**src/rtl/pc_redirect_if.sv**
```systemverilog
// Bundle between the EX stage / fetch and the PC redirect unit.
// The pipeline side is the master; pc_redirect itself attaches as the slave.
interface pc_redirect_if #(
    parameter int REG_WIDTH = 32
);
    logic                 pc_write;
    logic                 ex_valid;
    logic                 ex_is_branch;
    logic                 ex_is_jump;
    logic [2:0]           ex_funct3;
    logic                 br_eq;
    logic                 br_lt;
    logic [REG_WIDTH-1:0] ex_target;
    logic                 imem_ready;
    logic                 br_un;
    logic [REG_WIDTH-1:0] pc;
    logic [REG_WIDTH-1:0] pc_plus4;
    logic                 flush;
    logic                 redirect_pending;
    logic [31:0]          taken_cnt;

    modport master (
        output pc_write, ex_valid, ex_is_branch, ex_is_jump, ex_funct3,
               br_eq, br_lt, ex_target, imem_ready,
        input  br_un, pc, pc_plus4, flush, redirect_pending, taken_cnt
    );

    modport slave (
        input  pc_write, ex_valid, ex_is_branch, ex_is_jump, ex_funct3,
               br_eq, br_lt, ex_target, imem_ready,
        output br_un, pc, pc_plus4, flush, redirect_pending, taken_cnt
    );
endinterface

```
**src/rtl/pc_redirect.sv**
```systemverilog
// PC owner for the 5-stage pipeline: resolves EX branches/jumps into a redirect,
// and parks the redirect target when instruction memory is not ready.
module pc_redirect #(
    parameter int                   REG_WIDTH = 32,
    parameter logic [REG_WIDTH-1:0] RESET_PC  = '0
) (
    input logic         clk,
    input logic         rst_n,
    pc_redirect_if.slave bus
);
    typedef enum logic {IDLE, HOLD} state_t;

    localparam logic [REG_WIDTH-1:0] PC_STEP  = REG_WIDTH'(4);
    localparam logic [REG_WIDTH-1:0] BIT0_CLR = ~REG_WIDTH'(1);

    state_t               state;
    logic [REG_WIDTH-1:0] pc_q;
    logic [REG_WIDTH-1:0] pc_plus4_q;
    logic [REG_WIDTH-1:0] pend_q;
    logic [31:0]          taken_cnt_q;
    logic [REG_WIDTH-1:0] tgt;
    logic                 cond;
    logic                 taken;

    always_comb begin
        cond = 1'b0;
        case (bus.ex_funct3)
            3'b000:          cond = bus.br_eq;
            3'b001:          cond = ~bus.br_eq;
            3'b100, 3'b110:  cond = bus.br_lt;
            3'b101, 3'b111:  cond = ~bus.br_lt;
            default:         cond = 1'b0;
        endcase
    end

    // rst_n is folded in so no flush escapes while the pipeline is being reset.
    assign taken = rst_n & bus.ex_valid & bus.pc_write & (state == IDLE) &
                   (bus.ex_is_jump | (bus.ex_is_branch & cond));

    // JALR targets may be odd; only bit 0 is cleared, bit 1 passes through.
    assign tgt = bus.ex_target & BIT0_CLR;

    assign bus.br_un            = bus.ex_funct3[1];
    assign bus.flush            = taken;
    assign bus.pc               = pc_q;
    assign bus.pc_plus4         = pc_plus4_q;
    assign bus.redirect_pending = (state == HOLD);
    assign bus.taken_cnt        = taken_cnt_q;

    always_ff @(posedge clk) begin
        if (!rst_n) begin
            state       <= IDLE;
            pc_q        <= RESET_PC;
            pc_plus4_q  <= RESET_PC + PC_STEP;
            pend_q      <= '0;
            taken_cnt_q <= '0;
        end else begin
            if (taken && (taken_cnt_q != '1)) begin
                taken_cnt_q <= taken_cnt_q + 32'd1;
            end
            case (state)
                IDLE: begin
                    if (taken) begin
                        if (bus.imem_ready) begin
                            pc_q       <= tgt;
                            pc_plus4_q <= tgt + PC_STEP;
                        end else begin
                            pend_q <= tgt;
                            state  <= HOLD;
                        end
                    end else if (bus.pc_write && bus.imem_ready) begin
                        pc_q       <= pc_plus4_q;
                        pc_plus4_q <= pc_plus4_q + PC_STEP;
                    end
                end
                // Wrong-path work is already flushed, so pc_write cannot block the parked redirect.
                HOLD: begin
                    if (bus.imem_ready) begin
                        pc_q       <= pend_q;
                        pc_plus4_q <= pend_q + PC_STEP;
                        state      <= IDLE;
                    end
                end
                default: state <= IDLE;
            endcase
        end
    end
endmodule
```
**src/flat_wrapper.sv**
```systemverilog
// flat-port wrapper written by rule: the top's interface ports become plain ports
module pc_redirect_flat 
#(
    parameter int                   REG_WIDTH = 32,
    parameter logic [REG_WIDTH-1:0] RESET_PC  = '0
)
  (clk, rst_n, bus_pc_write, bus_ex_valid, bus_ex_is_branch, bus_ex_is_jump, bus_ex_funct3, bus_br_eq, bus_br_lt, bus_ex_target, bus_imem_ready, bus_br_un, bus_pc, bus_pc_plus4, bus_flush, bus_redirect_pending, bus_taken_cnt);
  pc_redirect_if #(.REG_WIDTH(REG_WIDTH)) bus_i ();
  input logic clk;
  input logic rst_n;
  input wire logic [$bits(bus_i.pc_write)-1:0] bus_pc_write;
  input wire logic [$bits(bus_i.ex_valid)-1:0] bus_ex_valid;
  input wire logic [$bits(bus_i.ex_is_branch)-1:0] bus_ex_is_branch;
  input wire logic [$bits(bus_i.ex_is_jump)-1:0] bus_ex_is_jump;
  input wire logic [$bits(bus_i.ex_funct3)-1:0] bus_ex_funct3;
  input wire logic [$bits(bus_i.br_eq)-1:0] bus_br_eq;
  input wire logic [$bits(bus_i.br_lt)-1:0] bus_br_lt;
  input wire logic [$bits(bus_i.ex_target)-1:0] bus_ex_target;
  input wire logic [$bits(bus_i.imem_ready)-1:0] bus_imem_ready;
  output wire logic [$bits(bus_i.br_un)-1:0] bus_br_un;
  output wire logic [$bits(bus_i.pc)-1:0] bus_pc;
  output wire logic [$bits(bus_i.pc_plus4)-1:0] bus_pc_plus4;
  output wire logic [$bits(bus_i.flush)-1:0] bus_flush;
  output wire logic [$bits(bus_i.redirect_pending)-1:0] bus_redirect_pending;
  output wire logic [$bits(bus_i.taken_cnt)-1:0] bus_taken_cnt;
  assign bus_i.pc_write = bus_pc_write;
  assign bus_i.ex_valid = bus_ex_valid;
  assign bus_i.ex_is_branch = bus_ex_is_branch;
  assign bus_i.ex_is_jump = bus_ex_is_jump;
  assign bus_i.ex_funct3 = bus_ex_funct3;
  assign bus_i.br_eq = bus_br_eq;
  assign bus_i.br_lt = bus_br_lt;
  assign bus_i.ex_target = bus_ex_target;
  assign bus_i.imem_ready = bus_imem_ready;
  assign bus_br_un = bus_i.br_un;
  assign bus_pc = bus_i.pc;
  assign bus_pc_plus4 = bus_i.pc_plus4;
  assign bus_flush = bus_i.flush;
  assign bus_redirect_pending = bus_i.redirect_pending;
  assign bus_taken_cnt = bus_i.taken_cnt;
  pc_redirect #(.REG_WIDTH(REG_WIDTH), .RESET_PC(RESET_PC)) u_core (.clk(clk), .rst_n(rst_n), .bus(bus_i));
endmodule
```
**config.mk**
```make
export PLATFORM = sky130hd
export DESIGN_NAME = pc_redirect_flat
export DESIGN_NICKNAME = d
export VERILOG_FILES = /design/src/rtl/pc_redirect_if.sv /design/src/rtl/pc_redirect.sv /design/src/flat_wrapper.sv
export SDC_FILE = /design/constraint.sdc
export NUM_CORES = 1
export LEC_CHECK = 0
export BUFFER_PORTS_ARGS = -buffer_cell sky130_fd_sc_hd__clkbuf_2
export CAP_MARGIN = 25
export CORE_MARGIN = 1
export CORE_UTILIZATION = 40
export CTS_BUF_LIST = sky130_fd_sc_hd__clkbuf_2 sky130_fd_sc_hd__clkbuf_4 sky130_fd_sc_hd__clkbuf_8
export DETAILED_ROUTE_END_ITERATION = 6
export GPL_TIMING_DRIVEN = 0
export PLACE_DENSITY = 0.73
export SYNTH_ARGS = -nofsm -noshare
export SYNTH_HDL_FRONTEND = slang
export SYNTH_SLANG_ARGS = --single-unit
export TNS_END_PERCENT = 100
```
**constraint.sdc**
```tcl
create_clock -name clk -period 6.7 [get_ports clk]
set_input_delay 2.01 -clock clk [delete_from_list [all_inputs] [get_ports clk]]
set_output_delay 2.01 -clock clk [all_outputs]
set_load 0.01 [all_outputs]
```
### Word-level counts from Yosys, hierarchy flattened

Index checks and enable logic that the tools add are counted.
Widths: inputs -> output; s select.

* add/subtract/negate cells: 4
* eq/ne operators: 9
* mux-type cells: 14
* bitwise gates (word level): 10
* reductions and logical operators: 7

Operators with widths (number)
* $mux 32: 8
* $pmux 32 s2: 2
* $add 32x3->32 const B: 3
* $add 32x1->32 const B: 1
* $ne 32x32->1 const B: 1
* $eq 3x3->1 const B: 4
* $reduce_and 3->1: 2
* $and 1x1->1: 5
* $not 1->1: 4
* $pmux 1 s4: 1
* $reduce_or 2->1: 2
* $eq 3x1->1 const B: 1
* $logic_not 3->1: 1
* $ne 3x2->1 const B: 1
* $ne 3x3->1 const B: 1
* $logic_and 1x1->1: 2
* $mux 1: 2
* $ne 2x2->1 const B: 1
* $pmux 1 s2: 1
* $or 1x1->1: 1

* flip-flop bits (word level): 128
* input port bits: 44
* output and inout port bits: 99
* logic and storage cells: 49

### Logic depth before layout (Yosys ltp)

* depth after elaboration: 8
* depth in mapped cells: 12
* gate-level depth less buffers: 9

### Worst setup path after synthesis

Ideal clock, no wire load.

* path type: input-to-output
* from: in bus_ex_funct3[2]
* to: out bus_flush
* arrival time: 3.419 ns
* data required time: 4.690 ns
* path slack: 1.271 ns
* stages on the path: 6
* path buffers: 2
* cells stage by stage: or3_1 -> a32oi_2 -> nand2_2 -> inv_2 -> buf_2 -> buf_2

* longest elaborated chain between the ends: 6
* elaborated cells between the ends (all ways): 12
* classes of those cells: 5 x eq/ne; 1 x mux; 3 x bitwise; 3 x reduce/logical

RTL lines
* from (decl): line flat_wrapper.sv:15 `input wire logic [$bits(bus_i.ex_funct3)-1:0] bus_ex_funct3;`
* $eq 3x3->1: line pc_redirect.sv:27 `case (bus.ex_funct3)`
* $reduce_or 2->1: line pc_redirect.sv:27
* $pmux 1 s4 *: line pc_redirect.sv:27
* $and 1x1->1 *: line pc_redirect.sv:38 `(bus.ex_is_jump | (bus.ex_is_branch & cond));`
* $or 1x1->1 *: line pc_redirect.sv:38
* $and 1x1->1 *: line pc_redirect.sv:37 `assign taken = rst_n & bus.ex_valid & bus.pc_write & (state == IDLE) &`
* to (decl): line flat_wrapper.sv:23 `output wire logic [$bits(bus_i.flush)-1:0] bus_flush;`

Every way passes the cells marked *; elsewhere a longest branch is shown, timed or not.

### Final worst setup path

Ends and elaborated chain as after synthesis.

==> impl_metrics.tcl <==
set metrics [dict create \
    fin_ws_ns 0.344 \
    clock_latency_ns 0.46 \
    clock_skew_ns 0.0123 \
    cts_root_buf "clkbuf_8" \
    p_comb_share_pct 10.7 \
    die_w_um 126 \
    reg2reg_depth 10 \
    start_util_pct 40.7 \
    cts_sinks 126 \
    async_flop_share_pct 0 \
    r2r_end "u_core.bus.pc_plus4[19]" \
    ctsResizeCount 0 \
    p_leak_nw 2.80 \
    dieArea_um2 15900 \
    seqPwrFrac_pct 49.4 \
    path_buf_inv 5 \
    hold_ws_ns 0.451 \
    hold_buffers 0 \
    ys_top_cells_by_area "dfxtp_1 41%, nand2_1 8.5%, a21oi_1 5.8%" \
    cts_tree "built" \
    fmax_mhz 157 \
    tightestPinTransition_ns 0.852 \
    dp_hpwl_um 14600 \
    syn_area_per_cell_um2 7.84 \
    grt_usage_pct 25.5 \
    cpLargestDelayFamily "buffers and inverters" \
    cpPeakStageDelay_ns 0.41 \
    wire_per_inst_um 17.4 \
    p_switching_uw 441 \
    finalSetupViolations 0 \
    min_from "u_core.pend_q[25]" \
    ff_latch_area_um2 2520 \
    drv_cap 0 \
    drt_first_iter_violations 564 \
    place_congestion 0.904 \
    worst_hold_path.num_cells 2 \
    grt_max_degree 17 \
    cts_inserted_buffers 17 \
    period_share_pct 94.9 \
    yosys_warnings 0 \
    drt_first_pass_iters 7 \
    reg2reg_slack_ns 2.90 \
    p_per_area_nw_per_um2 212 \
    clk_pin_slew_worst_paths_ns 0.07 \
    nNetsFinal 988 \
    worstPathCellList "clkbuf_2, or3b_1, a32oi_2, nand2_2, inv_2, buf_2, buf_2, clkbuf_2" \
    outcome "finished, final reports clean" \
    finalHoldViolations 0 \
    fill_cells 1541 \
    swShare_pct 27.8 \
    grt_pass1_vias 5725 \
    yosysSeqAreaShare_pct 40.9 \
    cts_setup_buffers 0 \
    ant_nets 0 \
    crit_required_ns 4.69 \
    grt_pass1_wl_um 31200 \
    cp-start-kind "primary input" \
    maxSlewHeadroom_pct 42.6 \
    multi_input_area_um2 3370 \
    port_buffers 137 \
    core_area_um2 15100 \
    h-tree-depth 4 \
    row_count 45 \
    vias 6343 \
    clkPwrFrac_pct 39.9 \
    top_layer_used "met4" \
    antenna_cells 0 \
    slew_violations 0 \
    peakVddDrop_mv 0.116 \
    syn_inst 786 \
    routed_wl_um 19900 \
    synthFlopType "dfxtp_1" \
    cts_buffer_depth 2 \
    post-synth-top-count-cell "nand2_1" \
    dr_wl_met2_um 8960 \
    area_growth_pct 21.2 \
    yosysTopAreaCell "dfxtp_1" \
    arrival_ns 4.35 \
    met3_length_um 1590 \
    synth_top_area_share_pct 40.9 \
    die_y_um 126 \
    drive_gt1_share_pct 20.9 \
    hold_class "reg -> reg" \
    overflow 0 \
    vias_per_cell 5.54 \
    min_period_ns 6.36 \
    syn_area_um2 6160 \
    crit_type "in -> out" \
    antenna_found_initial 0 \
    route.detailed.drc 0 \
    wl_met1_um 8920 \
    rsz0062_at_grt "no" \
    slowest_stage "or3b_1" \
    worst-path-max-fanout 10 \
    r2r_start "u_core.bus.redirect_pending" \
    synth_common_cells "139 x nand2_1, 126 x dfxtp_1, 76 x nor2_1" \
    hold_path_end "u_core.pend_q[25]" \
    ys_ff_latch 126 \
    post-place-ws_ns 0.407 \
    ioPinCount 143 \
    p_int_mw 1.14 \
    synth_edf_count 0 \
    cp-end-kind "output pin" \
    final_util_pct 49.3 \
    yosysUniqueCellTypes 69 \
    tns_ns 0 \
]
cell families (layout without fill, tap and decap cells):
kind of cell | after synthesis | count (layout) | share of synthesized area, %
and+or+nand+nor | 360 | 360 | 27.8
other | 1 | 2 | 0.0608
AOI/OAI and AO/OA | 179 | 179 | 18.6
DFF | 126 | 126 | 40.9
buffers and inverters | 66 | 235 | 4.53
muxes | 12 | 12 | 1.99
xor gates and xnor gates | 41 | 41 | 5.83
adders and majority gates | 1 | 1 | 0.203
worst reg2reg max path: stages, from the launching register on:
cell,delay (ns)
dfxtp_1,0.42
clkbuf_1,0.38
buf_2,0.34
clkbuf_1,0.46
clkbuf_1,0.49
clkbuf_1,0.41
clkbuf_1,0.45
nand2_1,0.10
o21ai_0,0.34
xnor2_1,0.20
a21oi_1,0.08
how the worst max path moves through the flow:
| stage | endpoint | from | depth (start not counted) |
|---|---|---|---|
| global placement | bus_flush | bus_ex_funct3[2] | 8 |
| floorplan | bus_flush | bus_ex_funct3[2] | 6 |
| detailed placement | bus_flush | bus_ex_funct3[2] | 8 |
| finish | bus_flush | bus_ex_funct3[2] | 8 |
| CTS | bus_flush | bus_ex_funct3[2] | 8 |
| global route | bus_flush | bus_ex_funct3[2] | 8 |
per-stage QoR:
step / instances / area, µm² / power [mW]
5_1_grt: 1144 / 7470 / 1.64
2_1_floorplan: 787 / 6170 / 0.893
4_1_cts: 1144 / 7470 / 1.58
6_report: 1144 / 7470 / 1.58
3_5_place_dp: 1112 / 7090 / 0.966
3_3_place_gp: 1112 / 7090 / 0.964
cell usage in the layout, fill, tap and decap left out, types with 3 or more instances in the layout:
cell type     n
and4_1        7
a2bb2oi_2     3
nor2_1       76
buf_2         7
a32oi_1       3
clkbuf_1     44
and3_1        7
nor2b_1       4
o21ai_1       3
or3_1         5
o21ai_0      35
a221oi_1      4
a31oi_1       5
clkbuf_8     23
o21a_1        3
nor4_1        5
dfxtp_1     126
o211ai_1      6
xnor2_1      28
xor2_1       13
a21oi_1      72
a221o_1       6
nor4b_1       3
nand2_1     139
clkinvlp_4    5
inv_1         8
a211o_1       6
mux2i_1      10
clkbuf_2    137
nand3_1      43
and2_1       14
a211oi_1     13
nand4_1      17
nand2b_1      3
buf_4         4
nor3_1       21
final cells by class:
cell class / instances / area share, %
inverter: 9 / 0.452
clock buffer: 24 / 4.34
clock inverter: 8 / 0.754
timing repair buffer: 137 / 9.18
tap: 188 / 3.15
buffer: 57 / 3.28
multi-input combinational: 595 / 45.1
sequential: 126 / 33.8
layer usage:
metal | vias to the layer above | track usage, %
met5 | - | 0
met3 | 38 | 5.48
met2 | 283 | 40.4
met1 | 2946 | 33.6
met4 | 0 | 10.6
li1 | 3076 | -
power groups by stage:
stage	sequential (mW)	clock, mW	combinational [mW]
after detailed placement	0.799	0	0.167
after global placement	0.798	0	0.165
after CTS	0.782	0.635	0.168
after global routing	0.783	0.672	0.186
after floorplan	0.801	0	0.0919
final	0.782	0.631	0.170
sequential cells by signal (all words and copies together), names as in the netlist:
register                     cells
u_core.pend_q                   31
u_core.bus.pc_plus4             31
u_core.bus.pc                   31
u_core.bus.redirect_pending      1
u_core.bus.taken_cnt            32
Note: power is estimated with default switching activity, not from simulation.
